<file path="config.mk">
export PLATFORM = sky130hd
export DESIGN_NAME = prescaled_counter_flat
export DESIGN_NICKNAME = d
export VERILOG_FILES = /design/src/rtl/prescaled_counter_if.sv /design/src/rtl/prescaled_counter.sv /design/src/flat_wrapper.sv
export SDC_FILE = /design/constraint.sdc
export NUM_CORES = 1
export LEC_CHECK = 0
export ABC_AREA = 1
export ABC_CLOCK_PERIOD_IN_PS = 3450
export CAP_MARGIN = 20
export CORE_AREA = 5 5 65 67
export DETAILED_ROUTE_END_ITERATION = 8
export DIE_AREA = 0 0 70 72
export GPL_ROUTABILITY_DRIVEN = 0
export PLACE_DENSITY = 0.76
export SYNTH_ARGS = -nofsm -noshare
export SYNTH_HDL_FRONTEND = slang
export SYNTH_SLANG_ARGS = --single-unit
</file>
<file path="constraint.sdc">
create_clock -name clk -period 3.45 [get_ports clk]
set_input_delay 0.69 -clock clk [delete_from_list [all_inputs] [get_ports clk]]
set_output_delay 0.69 -clock clk [all_outputs]
set_load 0.05 [all_outputs]
</file>
<file path="src/rtl/prescaled_counter_if.sv">
// prescaled_counter_if
//   Groups the control inputs and status outputs of prescaled_counter.
//   master : the controller side (hatch FSM or bench) that drives the controls.
//   slave  : the counter itself.
//
//   Signal protocol: there is no valid/ready handshake. Every control signal
//   (st, clr, load, load_val, limit, dir, wrap_en) is a level that the counter
//   samples on each rising clk edge. Every status signal (cnt_num, tick, done,
//   expired) is registered and changes only on a rising clk edge.
interface prescaled_counter_if #(
    parameter int CNT_W = 5
);
    logic             st;
    logic             clr;
    logic             load;
    logic [CNT_W-1:0] load_val;
    logic [CNT_W-1:0] limit;
    logic             dir;
    logic             wrap_en;
    logic [CNT_W-1:0] cnt_num;
    logic             tick;
    logic             done;
    logic             expired;

    modport master (
        output st, clr, load, load_val, limit, dir, wrap_en,
        input  cnt_num, tick, done, expired
    );

    modport slave (
        input  st, clr, load, load_val, limit, dir, wrap_en,
        output cnt_num, tick, done, expired
    );
endinterface

</file>
<file path="src/rtl/prescaled_counter.sv">
// prescaled_counter
//   A prescaler divides clk by DIV and emits a one-cycle tick; a CNT_W-bit
//   counter steps on each tick, up or down, wrapping or saturating at its
//   terminal value. done pulses when the terminal value is reached and
//   expired remembers it until reset, clr or load.
//
//   Ports:
//     clk  - system clock, rising edge
//     rst  - synchronous active-low reset
//     bus  - prescaled_counter_if.slave: st, clr, load, load_val, limit, dir,
//            wrap_en in; cnt_num, tick, done, expired out (all registered)
//   Parameters:
//     DIV   - prescaler period in clk cycles (must be >= 2)
//     CNT_W - counter width
module prescaled_counter #(
    parameter int DIV   = 1000,
    parameter int CNT_W = 5
) (
    input logic                clk,
    input logic                rst,
    prescaled_counter_if.slave bus
);
    localparam int            PW     = $clog2(DIV);
    localparam logic [PW-1:0] Q_LAST = PW'(DIV - 1);

    logic [PW-1:0]    q;
    logic [CNT_W-1:0] cnt_q;
    logic             tick_q;
    logic             done_q;
    logic             expired_q;

    logic             period_end;
    logic [CNT_W-1:0] load_clamped;
    logic [CNT_W-1:0] cnt_step;
    logic             step_hits_term;

    // The count step happens on the same edge that registers tick.
    assign period_end   = bus.st && (q == Q_LAST);
    assign load_clamped = (bus.load_val > bus.limit) ? bus.limit : bus.load_val;

    // Next count for a tick edge. step_hits_term is raised only when a real
    // step lands on the terminal value, so a saturated count that merely
    // holds there never re-pulses done. A count above limit (limit lowered
    // at runtime) counts as terminal in up mode.
    always_comb begin
        cnt_step       = cnt_q;
        step_hits_term = 1'b0;
        if (!bus.dir) begin
            if (cnt_q < bus.limit) begin
                cnt_step       = cnt_q + CNT_W'(1);
                step_hits_term = (cnt_step == bus.limit);
            end else if (bus.wrap_en) begin
                cnt_step = '0;
            end
        end else begin
            if (cnt_q != '0) begin
                cnt_step       = cnt_q - CNT_W'(1);
                step_hits_term = (cnt_step == '0);
            end else if (bus.wrap_en) begin
                cnt_step = bus.limit;
            end
        end
    end

    // clr yields exactly the reset state, so both share one branch.
    always_ff @(posedge clk) begin
        if (!rst || bus.clr) begin
            q         <= '0;
            cnt_q     <= '0;
            tick_q    <= 1'b0;
            done_q    <= 1'b0;
            expired_q <= 1'b0;
        end else begin
            tick_q <= 1'b0;
            done_q <= 1'b0;
            // The prescaler keeps running through a load.
            if (bus.st) begin
                if (q == Q_LAST) begin
                    q      <= '0;
                    tick_q <= 1'b1;
                end else begin
                    q <= q + PW'(1);
                end
            end
            // load wins over a coincident count step and clears the flags.
            if (bus.load) begin
                cnt_q     <= load_clamped;
                expired_q <= 1'b0;
            end else if (period_end) begin
                cnt_q <= cnt_step;
                if (step_hits_term) begin
                    done_q    <= 1'b1;
                    expired_q <= 1'b1;
                end
            end
        end
    end

    assign bus.cnt_num = cnt_q;
    assign bus.tick    = tick_q;
    assign bus.done    = done_q;
    assign bus.expired = expired_q;
endmodule

</file>
<file path="src/flat_wrapper.sv">
// flat-port wrapper written by rule: the top's interface ports become plain ports
module prescaled_counter_flat 
#(
    parameter int DIV   = 1000,
    parameter int CNT_W = 5
)
  (clk, rst, bus_st, bus_clr, bus_load, bus_load_val, bus_limit, bus_dir, bus_wrap_en, bus_cnt_num, bus_tick, bus_done, bus_expired);
  prescaled_counter_if #(.CNT_W(CNT_W)) bus_i ();
  input logic clk;
  input logic rst;
  input wire logic [$bits(bus_i.st)-1:0] bus_st;
  input wire logic [$bits(bus_i.clr)-1:0] bus_clr;
  input wire logic [$bits(bus_i.load)-1:0] bus_load;
  input wire logic [$bits(bus_i.load_val)-1:0] bus_load_val;
  input wire logic [$bits(bus_i.limit)-1:0] bus_limit;
  input wire logic [$bits(bus_i.dir)-1:0] bus_dir;
  input wire logic [$bits(bus_i.wrap_en)-1:0] bus_wrap_en;
  output wire logic [$bits(bus_i.cnt_num)-1:0] bus_cnt_num;
  output wire logic [$bits(bus_i.tick)-1:0] bus_tick;
  output wire logic [$bits(bus_i.done)-1:0] bus_done;
  output wire logic [$bits(bus_i.expired)-1:0] bus_expired;
  assign bus_i.st = bus_st;
  assign bus_i.clr = bus_clr;
  assign bus_i.load = bus_load;
  assign bus_i.load_val = bus_load_val;
  assign bus_i.limit = bus_limit;
  assign bus_i.dir = bus_dir;
  assign bus_i.wrap_en = bus_wrap_en;
  assign bus_cnt_num = bus_i.cnt_num;
  assign bus_tick = bus_i.tick;
  assign bus_done = bus_i.done;
  assign bus_expired = bus_i.expired;
  prescaled_counter #(.DIV(DIV), .CNT_W(CNT_W)) u_core (.clk(clk), .rst(rst), .bus(bus_i));
endmodule
</file>
; ---- Word-level counts from Yosys, hierarchy flattened
; Index checks and enable logic that the tools add are counted.
[totals]
elab_cells = 41
in_bits = 17
out_inout_bits = 8
reg_bits = 18
[op_classes]
n_eq_ne = 3
muxes = 14
add_sub_neg = 3
reduce_logical = 12
order_cmp = 2
n_bitwise = 2
[ops]
columns = operator, n
row1 = 5-bit 2-to-1 mux, 8
row2 = "10-bit by 1-bit adder with 10-bit output, second input constant", 1
row3 = "10-bit == test, second input constant", 1
row4 = 10-bit 2-to-1 mux, 1
row5 = "5-bit by 1-bit adder with 5-bit output, second input constant", 1
row6 = 5-bit == test, 1
row7 = 5-bit > comparator, 1
row8 = 5-bit zero test, 1
row9 = 5-bit less-than comparator, 1
row10 = 1-bit 2-to-1 mux, 5
row11 = 5-bit nonzero test, 1
row12 = "5-bit by 1-bit subtractor with 5-bit output, second input constant", 1
row13 = "4-bit by 2-bit inequality test with 1-bit output, second input constant", 1
row14 = 4-bit nonzero test, 1
row15 = 2-bit OR reduction, 2
row16 = 3-bit AND reduction, 1
row17 = 3-bit OR reduction, 1
row18 = 1-bit inverter, 2
row19 = 2-bit AND reduction, 1
row20 = 2-bit nonzero test, 1
row21 = 1-bit logical AND, 1
row22 = 1-bit zero test, 1
row23 = 1-bit logical OR, 1

; ---- Longest topological paths before layout
; Gate-level depths: netlist of run 1.
[logic_depth]
depth_word = 5
ltp_mapped = 12
mapped_depth_nobuf = 12

; ---- Worst setup path before layout of run 1
; No wires, ideal clock.
[synth_timing]
kind = register -> register
from = reg u_core.cnt_q[0] (netlist: u_core.bus.cnt_num[0])
to = reg u_core.cnt_q[0] (netlist: u_core.bus.cnt_num[0])
stages_incl_launch_ff = 11
synth_period_minus_slack_ps = 1957
path_slack_ps = 1493
n_path_buf = 0
t_required_ps = 3338
arrival_time_ps = 1846
setup_time_ps = 112
path_cell_list = dfxtp_1 inv_1 ha_1 nand3_4 inv_4 nand3_2 nand2_2 nor2_2 nand2_1 nor2_1 nor2_1
[synth_between]
elab_chain_cells = 5
word_cells_on_any_way = 12
cone_classes = 2 x add/sub / 1 x order compare / 1 x eq/ne / 5 x mux / 3 x reduce/logical
[synth_lines]
columns = element, line
row1 = start: declaration, prescaled_counter.sv:27  ; logic [CNT_W-1:0] cnt_q;
row2 = start signal: assignment, prescaled_counter.sv:87  ; cnt_q <= load_clamped;
row3 = start signal: assignment, prescaled_counter.sv:90  ; cnt_q <= cnt_step;
row4 = "5-bit by 1-bit adder with 5-bit output, or another cell as far along", prescaled_counter.sv:50  ; cnt_step = cnt_q + CNT_W'(1);
row5 = "5-bit 2-to-1 mux, on equally long branches", "prescaled_counter.sv:49, prescaled_counter.sv:56"
row6 = 5-bit 2-to-1 mux, prescaled_counter.sv:48  ; if (!bus.dir) begin
row7 = 5-bit 2-to-1 mux, prescaled_counter.sv:89  ; end else if (period_end) begin
row8 = 5-bit 2-to-1 mux, prescaled_counter.sv:86  ; if (bus.load) begin
; Parallel ways exist; a longest one is shown, timed or not. The select of a mux whose other input is x is not followed.
; A chain may end at the register's enable or synchronous reset.

; ---- Final worst setup path of run 1
[layout_timing]
from = reg u_core.cnt_q[3] (netlist: u_core.bus.cnt_num[3])
to = out bus_cnt_num[3]
[layout_lines]
columns = element, line
row1 = end: declaration, flat_wrapper.sv:18  ; output wire logic [$bits(bus_i.cnt_num)-1:0] bus_cnt_num;
; No word-level cell between the ends.

==> results of run 1 <==
[through the flow]
stage	total power, mW	area, µm²	worst slack, ns	hold WS (ns)	instances
2_1_floorplan	0.342	1610	1.49	0.476	267
3_3_place_gp	0.393	1890	0.817	0.443	336
3_5_place_dp	0.393	1890	0.768	0.453	336
4_1_cts	0.524	1930	0.990	0.469	340
5_1_grt	0.562	1930	0.913	0.496	340
6_report	0.518	1930	1.01	0.462	340
[Yosys cell counts (all sizes together)]
cell type and number:
buf 3, nor2 43, dfxtp 18, nand3 33, o21bai 1, a21oi 14
xor2 3, o21ai 2, nand4 9, nor3 7, clkbuf 1, nor3b 1
inv 35, nand2 80, ha 14, nor4 1, xnor2 2
[report_power, final]
part / switching (mW) / total, mW / leakage, nW / internal, mW
clock network: 0.0638 / 0.128 / 0.0210 / 0.0644
logic: 0.104 / 0.171 / 0.760 / 0.0673
registers: 0.00685 / 0.219 / 0.146 / 0.212
[final timing paths]
kind	startpoint	endpoint	slack [ns]
setup / recovery	u_core.bus.cnt_num[3]$_SDFFE_PP0P_	bus_cnt_num[3]	1.01
hold / removal	u_core.bus.expired$_SDFFE_PP0P_	u_core.bus.expired$_SDFFE_PP0P_	0.46
setup reg to reg	u_core.bus.cnt_num[3]$_SDFFE_PP0P_	u_core.bus.cnt_num[0]$_SDFFE_PP0P_	1.61
hold reg to reg	u_core.bus.expired$_SDFFE_PP0P_	u_core.bus.expired$_SDFFE_PP0P_	0.46
[cell usage in the layout (no fill, tap or decap), drive strengths merged]
master / netlist / routed
a21oi: 14 / 14
buf: 3 / 1
clkbuf: 1 / 4
clkdlybuf4s50: 0 / 24
dfxtp: 18 / 18
ha: 14 / 14
inv: 35 / 35
nand2: 80 / 80
nand3: 33 / 33
nand4: 9 / 9
nor2: 43 / 43
nor3: 7 / 7
nor3b: 1 / 1
nor4: 1 / 1
o21ai: 2 / 2
o21bai: 1 / 1
xnor2: 2 / 2
xor2: 3 / 3
[cell type report]
class	count	area, µm²
repair buffers	25	248
flip-flops and latches	18	360
well taps	48	60.1
multi-input cells	210	1090
inverters	35	134
fillers	365	1650
clock buffers	4	36.3
[sequential cells by signal, indices dropped and copies added, names as in the netlist]
signal,cells
u_core.q,10
u_core.bus.cnt_num,5
u_core.bus.done,1
u_core.bus.expired,1
u_core.bus.tick,1
[layer usage]
layer | vias to the layer above | track usage, % | wire (µm)
met5 | - | 0 | 0
met4 | 0 | 2.77 | 59
met3 | 8 | 3.19 | 277
met2 | 60 | 25.8 | 1730
met1 | 743 | 21.7 | 1800
li1 | 911 | - | -
[logic make-up (layout without fill, tap and decap cells)]
| logic type | count (synthesis) | after routing |
|---|---|---|
| AO/OA/AOI/OAI | 17 | 17 |
| flip-flops | 18 | 18 |
| AND/OR/NAND/NOR | 174 | 174 |
| buffers and inverters | 39 | 64 |
| XOR/XNOR | 5 | 5 |
| adder cells (fa/ha/maj) | 14 | 14 |
==> out/metrics.cfg, run 1 <==
[die]
fp-row-count=22
core-area_mm2=0.00358
io_pins=25
initial_utilization_pct=45.1
dieWidth_um=70
die_area_mm2=0.00504
die_y_um=72

[critical_path]
end_kind=output port
cp_num_cells=1
crit_type=reg2out
crit_chain=clkdlybuf4s50_1
cp_top_family=buffers and inverters
worstPathRequired_ns=2.76
cp.arrival_ns=1.75
cpMaxStageDelayCell=clkdlybuf4s50_1
crit_path_max_fanout=8
start_kind=register
ff2ff_path_depth=11
path_buf_inv=1
max_stage_delay_ns=0.88

[timing]
rsz0062_at_grt=false
clock.fmax_mhz=410
setup_tns_ns=0
tightest_slew_ns=0.497
hold_viol_final=0
relSlewSlack_pct=66.8
final-setup-viol-count=0
finalClockSkew_ns=0.00168
min_period_ns=2.44
slew_viol_final=0
fin_crit_sh_pct=70.7

[power]
p_leak_nw=0.927
ir_drop_mv=0.197
power.density_mw_per_mm2=269

[layout]
drive_gt1_share_pct=6.16
fin_util_pct=53.9
nets=324
antennaDiodeCount=0
syn_to_final_growth_pct=19.6

[cts]
cts_root_buf=clkbuf_4
cts.repair.resized=0
cts_setup_buffers=0
cts_buffer_depth=2
cts_sinks=18
cts_made_buffers=3
cts_tree=done
hold_buffers=0
clkLatencyLatePin_ns=0.29
path_clk_slew_ns=0.10
h-tree-depth=1

[synth]
synthCells=267
synthAdderAreaFrac_pct=10.9
synth_cell_types=26
synthXorXnorAreaFrac_pct=2.72
avgSynthCellArea_um2=6.04
synth-simple-area-share_pct=48.6
synth_fp_nets=298
synth.top_cell.area_share_pct=22.3
synth-compound-area-share_pct=5.43
synth_top_family_by_area=simple AND/OR/NAND/NOR gates
synthMuxAreaShare_pct=0
ys_ff_latch=18
synthTopCellsByArea=dfxtp_1 (22%), nand2_1 (18%), ha_1 (11%), nor2_1 (9.1%), nand3_1 (9.0%)
syn-cell-area_mm2=0.00161
yosysSeqAreaShare_pct=22.3
synth_top_cell_by_area=dfxtp_1
yosysWarnings=0

[drt]
postRouteAntennaNets=0
first_pass_iters=4
num_vias=1722
post_drt_via_cell_ratio=5.06
avgRoutedWirePerCell_um=11.4
finalWirelength_mm=3.87
drt_iter0_drc=132
drc=0

[global_route]
grt_pass1_vias=1526
grt-ovfl-total=0
gr-usage-all-layers_pct=15.7
grt_max_degree=13
grt_pass1_wl_mm=6.60
antenna_found_initial=0

[outcome]
status=complete, no violations

[place]
io_buffers=24
dp_hpwl_mm=3.18

[hold_path]
min_path_type=reg2reg
hold-path-cell-count=2

[run]
maxCapViolations=0

No activity file was read; power rests on OpenSTA's default activity.
==> run 2, diff against run 1 <==
--- a/config.mk
+++ b/config.mk
@@ -6,13 +6,13 @@
 export NUM_CORES = 1
 export LEC_CHECK = 0
 export ABC_AREA = 1
-export ABC_CLOCK_PERIOD_IN_PS = 3450
+export ABC_CLOCK_PERIOD_IN_PS = 2230
 export CAP_MARGIN = 20
 export CORE_AREA = 5 5 65 67
 export DETAILED_ROUTE_END_ITERATION = 8
 export DIE_AREA = 0 0 70 72
 export GPL_ROUTABILITY_DRIVEN = 0
-export PLACE_DENSITY = 0.76
+export PLACE_DENSITY = 0.79
 export SYNTH_ARGS = -nofsm -noshare
 export SYNTH_HDL_FRONTEND = slang
 export SYNTH_SLANG_ARGS = --single-unit
==> constraint.sdc (replaced) <==
create_clock -name clk -period 2.23 [get_ports clk]
set_input_delay 0.446 -clock clk [delete_from_list [all_inputs] [get_ports clk]]
set_output_delay 0.446 -clock clk [all_outputs]
set_load 0.05 [all_outputs]
==> run 2 against run 1 <==
Wire length is 0.80% lower. First-iteration DRC count is 27% lower. Core utilization is 2.0 points higher. Clock power is 56% higher. Critical endpoint is now bus_cnt_num[1].
==> out/metrics.cfg, run 2 (synthesis results as in run 1) <==
[drt]
avgRoutedWirePerCell_um=11.0
post_drt_via_cell_ratio=4.88
first_pass_iters=4
drc=0
drt_iter0_drc=96
finalWirelength_mm=3.84
num_vias=1708
postRouteAntennaNets=0

[global_route]
grtUsageMet3_pct=3.32
grt_max_degree=12
grtUsageMet1_pct=20.4
gr-usage-all-layers_pct=15.1
top_usage_layer=met2
met2_usage_pct=24.8
grt_pass1_wl_mm=6.48
grt-ovfl-total=0
grt_pass1_vias=1505
antenna_found_initial=0

[cts]
cts_made_buffers=3
hold_buffers=0
clkLatencyLatePin_ns=0.29
cts_buffer_depth=2
cts_sinks=18
cts_tree=done
path_clk_slew_ns=0.10
cts.repair.resized=0
cts_root_buf=clkbuf_4
h-tree-depth=1
cts_setup_buffers=0

[place]
io_buffers=24
dp_slack_ns=-0.0364
dp_hpwl_mm=3.16

[timing]
relSlewSlack_pct=66.5
min_period_ns=2.11
fin_crit_sh_pct=94.5
finalClockSkew_ns=0.000704
setup_tns_ns=0
slew_viol_final=0
clock.fmax_mhz=475
tightest_slew_ns=0.502
hold_viol_final=0
finalWorstSetupSlack_ns=0.123
rsz0062_at_grt=false
final-setup-viol-count=0

[die]
die_area_mm2=0.00504
dieWidth_um=70
core-area_mm2=0.00358
fp-row-count=22
die_y_um=72
io_pins=25
initial_utilization_pct=45.1

[layout]
nets=334
syn_to_final_growth_pct=24.1
drive_gt1_share_pct=9.60
largest_register_ffs=10
antennaDiodeCount=0
layout_commonest_cell=nand2_1
regMostFlops=u_core.q
layout_common_cells=nand2_1 (78), nor2_1 (39), inv_1 (32), nand3_1 (29), clkdlybuf4s50_1 (23)

[hold_path]
min_path_type=reg2reg

[critical_path]
crit_path_max_fanout=6
path_buf_inv=1
crit_chain=clkdlybuf4s50_1
crit_type=reg2out
max_stage_delay_ns=0.87
start_kind=register
cp.arrival_ns=1.66
end_kind=output port
cp_top_family=buffers and inverters
cpMaxStageDelayCell=clkdlybuf4s50_1
worstPathRequired_ns=1.78

[power]
power.density_mw_per_mm2=409
p_leak_nw=0.977
power_mw=0.818
ir_drop_mv=0.354

[outcome]
status=complete, no violations

[run]
maxCapViolations=0

## run 2: cell count changes in the layout (fill, tap and decap cells not counted), sizes merged
| cell | delta |
|---|---|
| buf | +11 |
| clkdlybuf4s50 | -1 |
## run 2: final cells by class
type | instances | area (µm²)
clock buffers | 4 | 36.3
fillers | 360 | 1580
inverters | 35 | 134
multi-input cells | 210 | 1090
flip-flops and latches | 18 | 360
well taps | 48 | 60.1
repair buffers | 35 | 320
## run 2: worst paths after layout
kind / from / end / slack, ns / cells past startpoint
worst max-delay path: u_core.bus.cnt_num[1]$_SDFFE_PP0P_ / bus_cnt_num[1] / 0.12 / 1
worst min-delay path: u_core.bus.expired$_SDFFE_PP0P_ / u_core.bus.expired$_SDFFE_PP0P_ / 0.46 / 2
worst max register to register: u_core.bus.cnt_num[0]$_SDFFE_PP0P_ / u_core.bus.expired$_SDFFE_PP0P_ / 0.43 / 11
worst min register to register: u_core.bus.expired$_SDFFE_PP0P_ / u_core.bus.expired$_SDFFE_PP0P_ / 0.46 / 2
## run 2: per-stage QoR
step / hold WS, ns / area (µm²) / utilization, % / instances
after floorplan: 0.476 / 1610 / - / 267
after global placement: 0.441 / 1970 / 54.9 / 346
after detailed placement: 0.448 / 1970 / 54.9 / 346
after CTS: 0.465 / 2000 / 55.9 / 350
after global routing: 0.512 / 2000 / 55.9 / 350
final: 0.460 / 2000 / 55.9 / 350
## run 2: power breakdown
group,switching [mW],internal (mW)
clock,0.101,0.0996
combinational,0.165,0.116
sequential,0.00919,0.328
## run 2: metal layers
metal	vias up	part of all wire, %
met5	-	0
met4	0	0.91
met3	4	7.5
met2	57	45
met1	720	47
li1	927	-
